## config.mk

```make
export PLATFORM = sky130hd
export DESIGN_NAME = cordic_phase_prep_flat
export DESIGN_NICKNAME = d
export VERILOG_FILES = /design/src/rtl/cordic_pkg.sv /design/src/rtl/cordic_phase_prep_if.sv /design/src/rtl/cordic_sideband_delay.sv /design/src/rtl/cordic_phase_prep.sv /design/src/flat_wrapper.sv
export SDC_FILE = /design/constraint.sdc
export NUM_CORES = 1
export LEC_CHECK = 0
export ABC_CLOCK_PERIOD_IN_PS = 4520
export BUFFER_PORTS_ARGS = -buffer_cell sky130_fd_sc_hd__buf_2
export CAP_MARGIN = 20
export CORE_MARGIN = 2
export CORE_UTILIZATION = 40
export CTS_BUF_LIST = sky130_fd_sc_hd__clkbuf_8
export DETAILED_ROUTE_END_ITERATION = 8
export GPL_TIMING_DRIVEN = 0
export PLACE_DENSITY = 0.61
export SYNTH_ARGS = -nofsm -noshare
export SYNTH_HDL_FRONTEND = slang
export SYNTH_SLANG_ARGS = --single-unit
```

## constraint.sdc

```tcl
create_clock -name CLK -period 4.52 [get_ports CLK]
set_input_delay 0.678 -clock CLK [delete_from_list [all_inputs] [get_ports CLK]]
set_output_delay 0.678 -clock CLK [all_outputs]
set_load 0.02 [all_outputs]
```

## src/rtl/cordic_pkg.sv

```systemverilog
// cordic_pkg: shared constants and types for the CORDIC cascade.
//   CORDIC_ADDRESS_WIDTH : default angle width - 1 (2**w = pi/2)
//   CORDIC_HALF_PI       : pi/2 in angle units for the default width
//   CORDIC_X_INIT        : default x_0, 1/K gain pre-compensation (0.6073 * 2**7)
//   sideband_t           : {valid, negate} carried alongside the element results
package cordic_pkg;

    localparam int unsigned CORDIC_ADDRESS_WIDTH = 8;
    localparam int unsigned CORDIC_HALF_PI       = 2 ** CORDIC_ADDRESS_WIDTH;
    localparam int          CORDIC_X_INIT        = 78;

    typedef struct packed {
        logic valid;
        logic negate;
    } sideband_t;

endpackage

```

## src/rtl/cordic_phase_prep_if.sv

```systemverilog
// cordic_phase_prep_if: sample bus from the phase prep stage to the CORDIC cascade.
//   x_0, y_0, z_0, valid_0 : new sample into element 0
//   valid_n, negate_n      : sideband delayed to line up with the last element
//   master : driven by cordic_phase_prep; slave : consumed by the cascade / output stage
interface cordic_phase_prep_if #(
    parameter int unsigned ADDRESS_WIDTH = 8,
    parameter int unsigned VALUE_WIDTH   = 8
);
    logic signed [VALUE_WIDTH:0]   x_0;
    logic signed [VALUE_WIDTH:0]   y_0;
    logic signed [ADDRESS_WIDTH:0] z_0;
    logic                          valid_0;
    logic                          valid_n;
    logic                          negate_n;

    modport master (output x_0, y_0, z_0, valid_0, valid_n, negate_n);
    modport slave  (input  x_0, y_0, z_0, valid_0, valid_n, negate_n);
endinterface

```

## src/rtl/cordic_sideband_delay.sv

```systemverilog
// cordic_sideband_delay: STAGES-deep free-running shift register of {valid, negate}.
//   CLK   : system clock, rising edge
//   RESET : asynchronous, active-low; clears every stage
//   din   : sideband entering the line
//   dout  : sideband exactly STAGES cycles later
module cordic_sideband_delay
    import cordic_pkg::*;
#(
    parameter int unsigned STAGES = 8
) (
    input  logic      CLK,
    input  logic      RESET,
    input  sideband_t din,
    output sideband_t dout
);

    sideband_t line [STAGES];

    always_ff @(posedge CLK or negedge RESET) begin
        if (!RESET) begin
            for (int unsigned i = 0; i < STAGES; i++) begin
                line[i] <= '0;
            end
        end else begin
            line[0] <= din;
            for (int unsigned i = 1; i < STAGES; i++) begin
                line[i] <= line[i-1];
            end
        end
    end

    assign dout = line[STAGES-1];

endmodule

```

## src/rtl/cordic_phase_prep.sv

```systemverilog
// cordic_phase_prep: phase-accumulator NCO feeding CORDIC element 0.
//   CLK, RESET   : clock (rising edge), asynchronous active-low reset
//   freq_word    : phase increment, captured into freq_reg by freq_load
//   phase_offset : added to the truncated phase; full circle = 2**(ADDRESS_WIDTH+2)
//   sync_clr     : restart phase (sample uses acc = 0)
//   enable       : produce one sample this cycle
//   bus (master) : x_0/y_0/z_0/valid_0 to element 0, valid_n/negate_n after STAGES cycles
// Build option: CORDIC_PREP_DITHER_EN adds 16-bit LFSR dither below the truncation point.
module cordic_phase_prep
    import cordic_pkg::*;
#(
    parameter int unsigned ADDRESS_WIDTH = CORDIC_ADDRESS_WIDTH,
    parameter int unsigned VALUE_WIDTH   = 8,
    parameter int unsigned ACC_WIDTH     = 16,
    parameter int unsigned STAGES        = 8,
    parameter int          X_INIT        = CORDIC_X_INIT
) (
    input  logic                     CLK,
    input  logic                     RESET,
    input  logic [ACC_WIDTH-1:0]     freq_word,
    input  logic                     freq_load,
    input  logic [ADDRESS_WIDTH+1:0] phase_offset,
    input  logic                     sync_clr,
    input  logic                     enable,
    cordic_phase_prep_if.master      bus
);

    localparam int unsigned PW = ADDRESS_WIDTH + 2;
    localparam int unsigned DW = ACC_WIDTH - ADDRESS_WIDTH - 2;

    logic [ACC_WIDTH-1:0]   acc;
    logic [ACC_WIDTH-1:0]   freq_reg;
    logic [ACC_WIDTH-1:0]   acc_sample;
    logic [ACC_WIDTH-1:0]   acc_dith;
    logic [PW-1:0]          phase;
    logic [ADDRESS_WIDTH:0] z_next;
    logic                   neg_next;
    logic                   neg_0;
    sideband_t              sb_in;
    sideband_t              sb_out;

`ifdef CORDIC_PREP_DITHER_EN
    logic [15:0] lfsr;

    always_ff @(posedge CLK or negedge RESET) begin
        if (!RESET) begin
            lfsr <= 16'hACE1;
        end else if (enable) begin
            lfsr <= {lfsr[0] ^ lfsr[2] ^ lfsr[3] ^ lfsr[5], lfsr[15:1]};
        end
    end

    always_comb begin
        acc_dith = acc_sample + ACC_WIDTH'(lfsr[DW-1:0]);
    end
`else
    always_comb begin
        acc_dith = acc_sample;
    end
`endif

    // Quadrants 1 and 2 (top two phase bits differ) are shifted by pi: dropping
    // the MSB and reading the rest as signed does exactly that, flagged by negate.
    always_comb begin
        acc_sample = sync_clr ? '0 : acc;
        phase      = acc_dith[ACC_WIDTH-1 -: PW] + phase_offset;
        z_next     = phase[ADDRESS_WIDTH:0];
        neg_next   = phase[PW-1] ^ phase[ADDRESS_WIDTH];
    end

    always_ff @(posedge CLK or negedge RESET) begin
        if (!RESET) begin
            acc      <= '0;
            freq_reg <= '0;
        end else begin
            if (freq_load) begin
                freq_reg <= freq_word;
            end
            if (sync_clr) begin
                acc <= enable ? freq_reg : '0;
            end else if (enable) begin
                acc <= acc + freq_reg;
            end
        end
    end

    always_ff @(posedge CLK or negedge RESET) begin
        if (!RESET) begin
            bus.x_0     <= '0;
            bus.y_0     <= '0;
            bus.z_0     <= '0;
            bus.valid_0 <= 1'b0;
            neg_0       <= 1'b0;
        end else begin
            bus.valid_0 <= enable;
            if (enable) begin
                bus.x_0 <= (VALUE_WIDTH+1)'(X_INIT);
                bus.y_0 <= '0;
                bus.z_0 <= z_next;
                neg_0   <= neg_next;
            end
        end
    end

    always_comb begin
        sb_in        = '0;
        sb_in.valid  = bus.valid_0;
        sb_in.negate = neg_0;
    end

    cordic_sideband_delay #(
        .STAGES(STAGES)
    ) u_delay (
        .CLK   (CLK),
        .RESET (RESET),
        .din   (sb_in),
        .dout  (sb_out)
    );

    assign bus.valid_n  = sb_out.valid;
    assign bus.negate_n = sb_out.negate;

endmodule

```

## src/flat_wrapper.sv

```systemverilog
// flat-port wrapper written by rule: the top's interface ports become plain ports
module cordic_phase_prep_flat import cordic_pkg::*;
#(
    parameter int unsigned ADDRESS_WIDTH = CORDIC_ADDRESS_WIDTH,
    parameter int unsigned VALUE_WIDTH   = 8,
    parameter int unsigned ACC_WIDTH     = 16,
    parameter int unsigned STAGES        = 8,
    parameter int          X_INIT        = CORDIC_X_INIT
)
  (CLK, RESET, freq_word, freq_load, phase_offset, sync_clr, enable, bus_x_0, bus_y_0, bus_z_0, bus_valid_0, bus_valid_n, bus_negate_n);
  cordic_phase_prep_if #(.ADDRESS_WIDTH(ADDRESS_WIDTH), .VALUE_WIDTH(VALUE_WIDTH)) bus_i ();
  input  logic CLK;
  input  logic RESET;
  input  logic [ACC_WIDTH-1:0] freq_word;
  input  logic freq_load;
  input  logic [ADDRESS_WIDTH+1:0] phase_offset;
  input  logic sync_clr;
  input  logic enable;
  output wire logic [$bits(bus_i.x_0)-1:0] bus_x_0;
  output wire logic [$bits(bus_i.y_0)-1:0] bus_y_0;
  output wire logic [$bits(bus_i.z_0)-1:0] bus_z_0;
  output wire logic [$bits(bus_i.valid_0)-1:0] bus_valid_0;
  output wire logic [$bits(bus_i.valid_n)-1:0] bus_valid_n;
  output wire logic [$bits(bus_i.negate_n)-1:0] bus_negate_n;
  assign bus_x_0 = bus_i.x_0;
  assign bus_y_0 = bus_i.y_0;
  assign bus_z_0 = bus_i.z_0;
  assign bus_valid_0 = bus_i.valid_0;
  assign bus_valid_n = bus_i.valid_n;
  assign bus_negate_n = bus_i.negate_n;
  cordic_phase_prep #(.ADDRESS_WIDTH(ADDRESS_WIDTH), .VALUE_WIDTH(VALUE_WIDTH), .ACC_WIDTH(ACC_WIDTH), .STAGES(STAGES), .X_INIT(X_INIT)) u_core (.CLK(CLK), .RESET(RESET), .freq_word(freq_word), .freq_load(freq_load), .phase_offset(phase_offset), .sync_clr(sync_clr), .enable(enable), .bus(bus_i));
endmodule
```

==> results.ini <==
[route]
drt_pass1_iterations=4
drc=0
wl_mm=6.50
num_vias=2354
viasPerCell=4.87
drt_iter0_markers=59
route.antenna.remaining_nets=0
wl_per_cell_um=13.5

[cts]
post_cts_resized=0
h-tree-depth=3
cts_hold_buf=0
cts_tree=built
clock-sinks=60
root_buffer=clkbuf_8
cts-buffers-inserted=9
clock_path_buffers=2
clk_latency_ns=0.34
post_cts_buffers=0
clk_pin_slew_worst_paths_ns=0.07

[sta]
setup_violations=0
maxSlewViolCount=0
worst_slack_ns=0.952
worstMarginPinSlew_ns=0.704
rsz0062_at_grt=no
setup_tns_ns=0
finalCriticalPeriod_ns=3.57
post-route-period-util_pct=78.9
finalHoldViolations=0
slew_headroom_pct=53.1
clock.fmax_mhz=280
finClkSkew_ns=0.00848

[synth]
ys_seq_area_share_pct=44.8
syn_inst=303
netlist_area_sq_um=3350
yosys-top-cells-area=dfrtp_1 (45%), ha_1 (9.0%), mux2_2 (8.1%)
ys_warn_count=0
ys.flop_type=dfrtp_1
yosys.area.top_type_share_pct=44.8
synth_seq_cells=60
yosysTopAreaCell=dfrtp_1
synth_edf_count=0
ys_types=48
async_flop_share_pct=100
avgSynthCellArea_sq_um=11.1

[floorplan]
dieArea_sq_um=9130
fp.coreArea_sq_um=8180
fp.dieH_um=95.6
die_w_um=95.6
start_util_pct=41.0
io_pins=61
num_rows=33

[place]
hpwl_mm=4.88
gp_congestion=0.743
dp_slack_ns=0.509
placed_cell_area_sq_um=3780
portBuffers=45
dp.cells=467

[setup_path]
critPathLaunch=sync_clr
startpoint_type=input port
reg2reg_to=u_core.neg_0
endpoint_kind=flop
r2r-start=u_core.acc[6]
r2r_slack_ns=1.66
cp_max_fo=10
path_class=input port to flop
reg2reg_depth=9
cp.required_ns=4.75
arrival_ns=3.80

[outcome]
outcome=completed

[job]
drv_cap=0

[worst_hold_path]
hold-path-endpoint=u_core.u_delay.line[5]
hold_start=u_core.u_delay.line[7]
whs_path_depth=0
holdCritPathClass=flop to flop

[global_route]
grt_overflow=0
antenna_found_initial=0
track_usage_pct=16.1
grt_pass1_vias=2271
grt_max_degree=32
grt_pass1_wl_mm=11.0

[pwr]
p_leak_nw=1.92
cellPowerDensity_nw_per_um2=485
ir_drop_uv=172
total_power_mw=1.94

[finish]
num-fill-cells=793
final_cell_mix=dfrtp_1 (60), buf_2 (45), mux2_2 (24), ha_1 (24), o21ai_0 (20)
layout-drive-gt1-share_pct=28.6
final-instance-count-excl-fill=483
area_growth_pct=19.2
nets=430
final_common_cell=dfrtp_1
num_antenna_cells=0
final_area_sq_um=4000

==> per-layer routing <==
metal	GRT usage, %	vias up	wire, um	share of wire, %
met5	0	-	0	0
met4	7.26	0	61	0.94
met3	4.74	6	327	5.0
met2	24.4	59	2930	45
met1	21.1	1091	3180	49
li1	-	1198	-	-
==> worst max-delay path, cell delays in order <==
cell and delay [ns]:
buf_2 0.09, clkbuf_1 0.34, clkbuf_1 0.39, nor2b_1 0.09, ha_1 0.23, fa_1 0.42
a21oi_1 0.22, o22ai_1 0.13, o41ai_1 0.34, xnor2_1 0.19, xnor3_1 0.41, mux2_2 0.27
==> kinds of logic after synthesis <==
group                      share of synthesized area, %
and+or+nand+nor                                    9.06
AOI/OAI and AO/OA                                  13.1
adders and majority gates                          10.1
other                                             0.112
muxes                                              11.8
DFF                                                44.8
buffers and inverters                              5.37
xor gates and xnor gates                           5.63
==> area by class of cell <==
class / instances / area (sq um) / share of cell area (%)
inverter: 4 / 15.0 / 0.376
buffer: 27 / 165 / 4.13
tap: 105 / 131 / 3.29
timing repair buffer: 46 / 245 / 6.13
multi-input combinational: 225 / 1720 / 43.1
clock buffer: 10 / 138 / 3.44
clock inverter: 6 / 80.1 / 2.00
sequential: 60 / 1500 / 37.6
==> how the worst max path moves through the flow <==
stage / to
after floorplan: u_core.neg_0
after global placement: u_core.neg_0
after detailed placement: u_core.neg_0
final: u_core.neg_0
after CTS: u_core.neg_0
after global routing: u_core.neg_0
==> power by group <==
| group | leakage (nW) | internal, mW | switching, mW |
|---|---|---|---|
| Clock | 0.115 | 0.320 | 0.210 |
| Combinational | 1.10 | 0.323 | 0.351 |
| Sequential | 0.711 | 0.664 | 0.0725 |
| Total | 1.92 | 1.31 | 0.633 |
==> cells in the mapped netlist (4+ instances only) <==
master,count
ha_1,24
nor2_1,12
o21bai_1,5
nand3_1,7
a21o_1,7
mux2_2,24
a21oi_1,19
nor2b_1,14
nand2_1,12
inv_1,4
o21ai_0,20
xor2_1,8
dfrtp_1,60
mux2i_1,11
clkbuf_1,7
buf_4,17
xnor2_1,11
==> per-stage QoR <==
stage               utilization (%)  hold WS [ns]
floorplan                         -         0.331
global route                   48.9         0.365
global placement               46.0         0.336
detailed placement             46.2         0.337
CTS                            48.9         0.355
finish                         48.9         0.350
No activity file was read; power rests on OpenSTA's default activity.
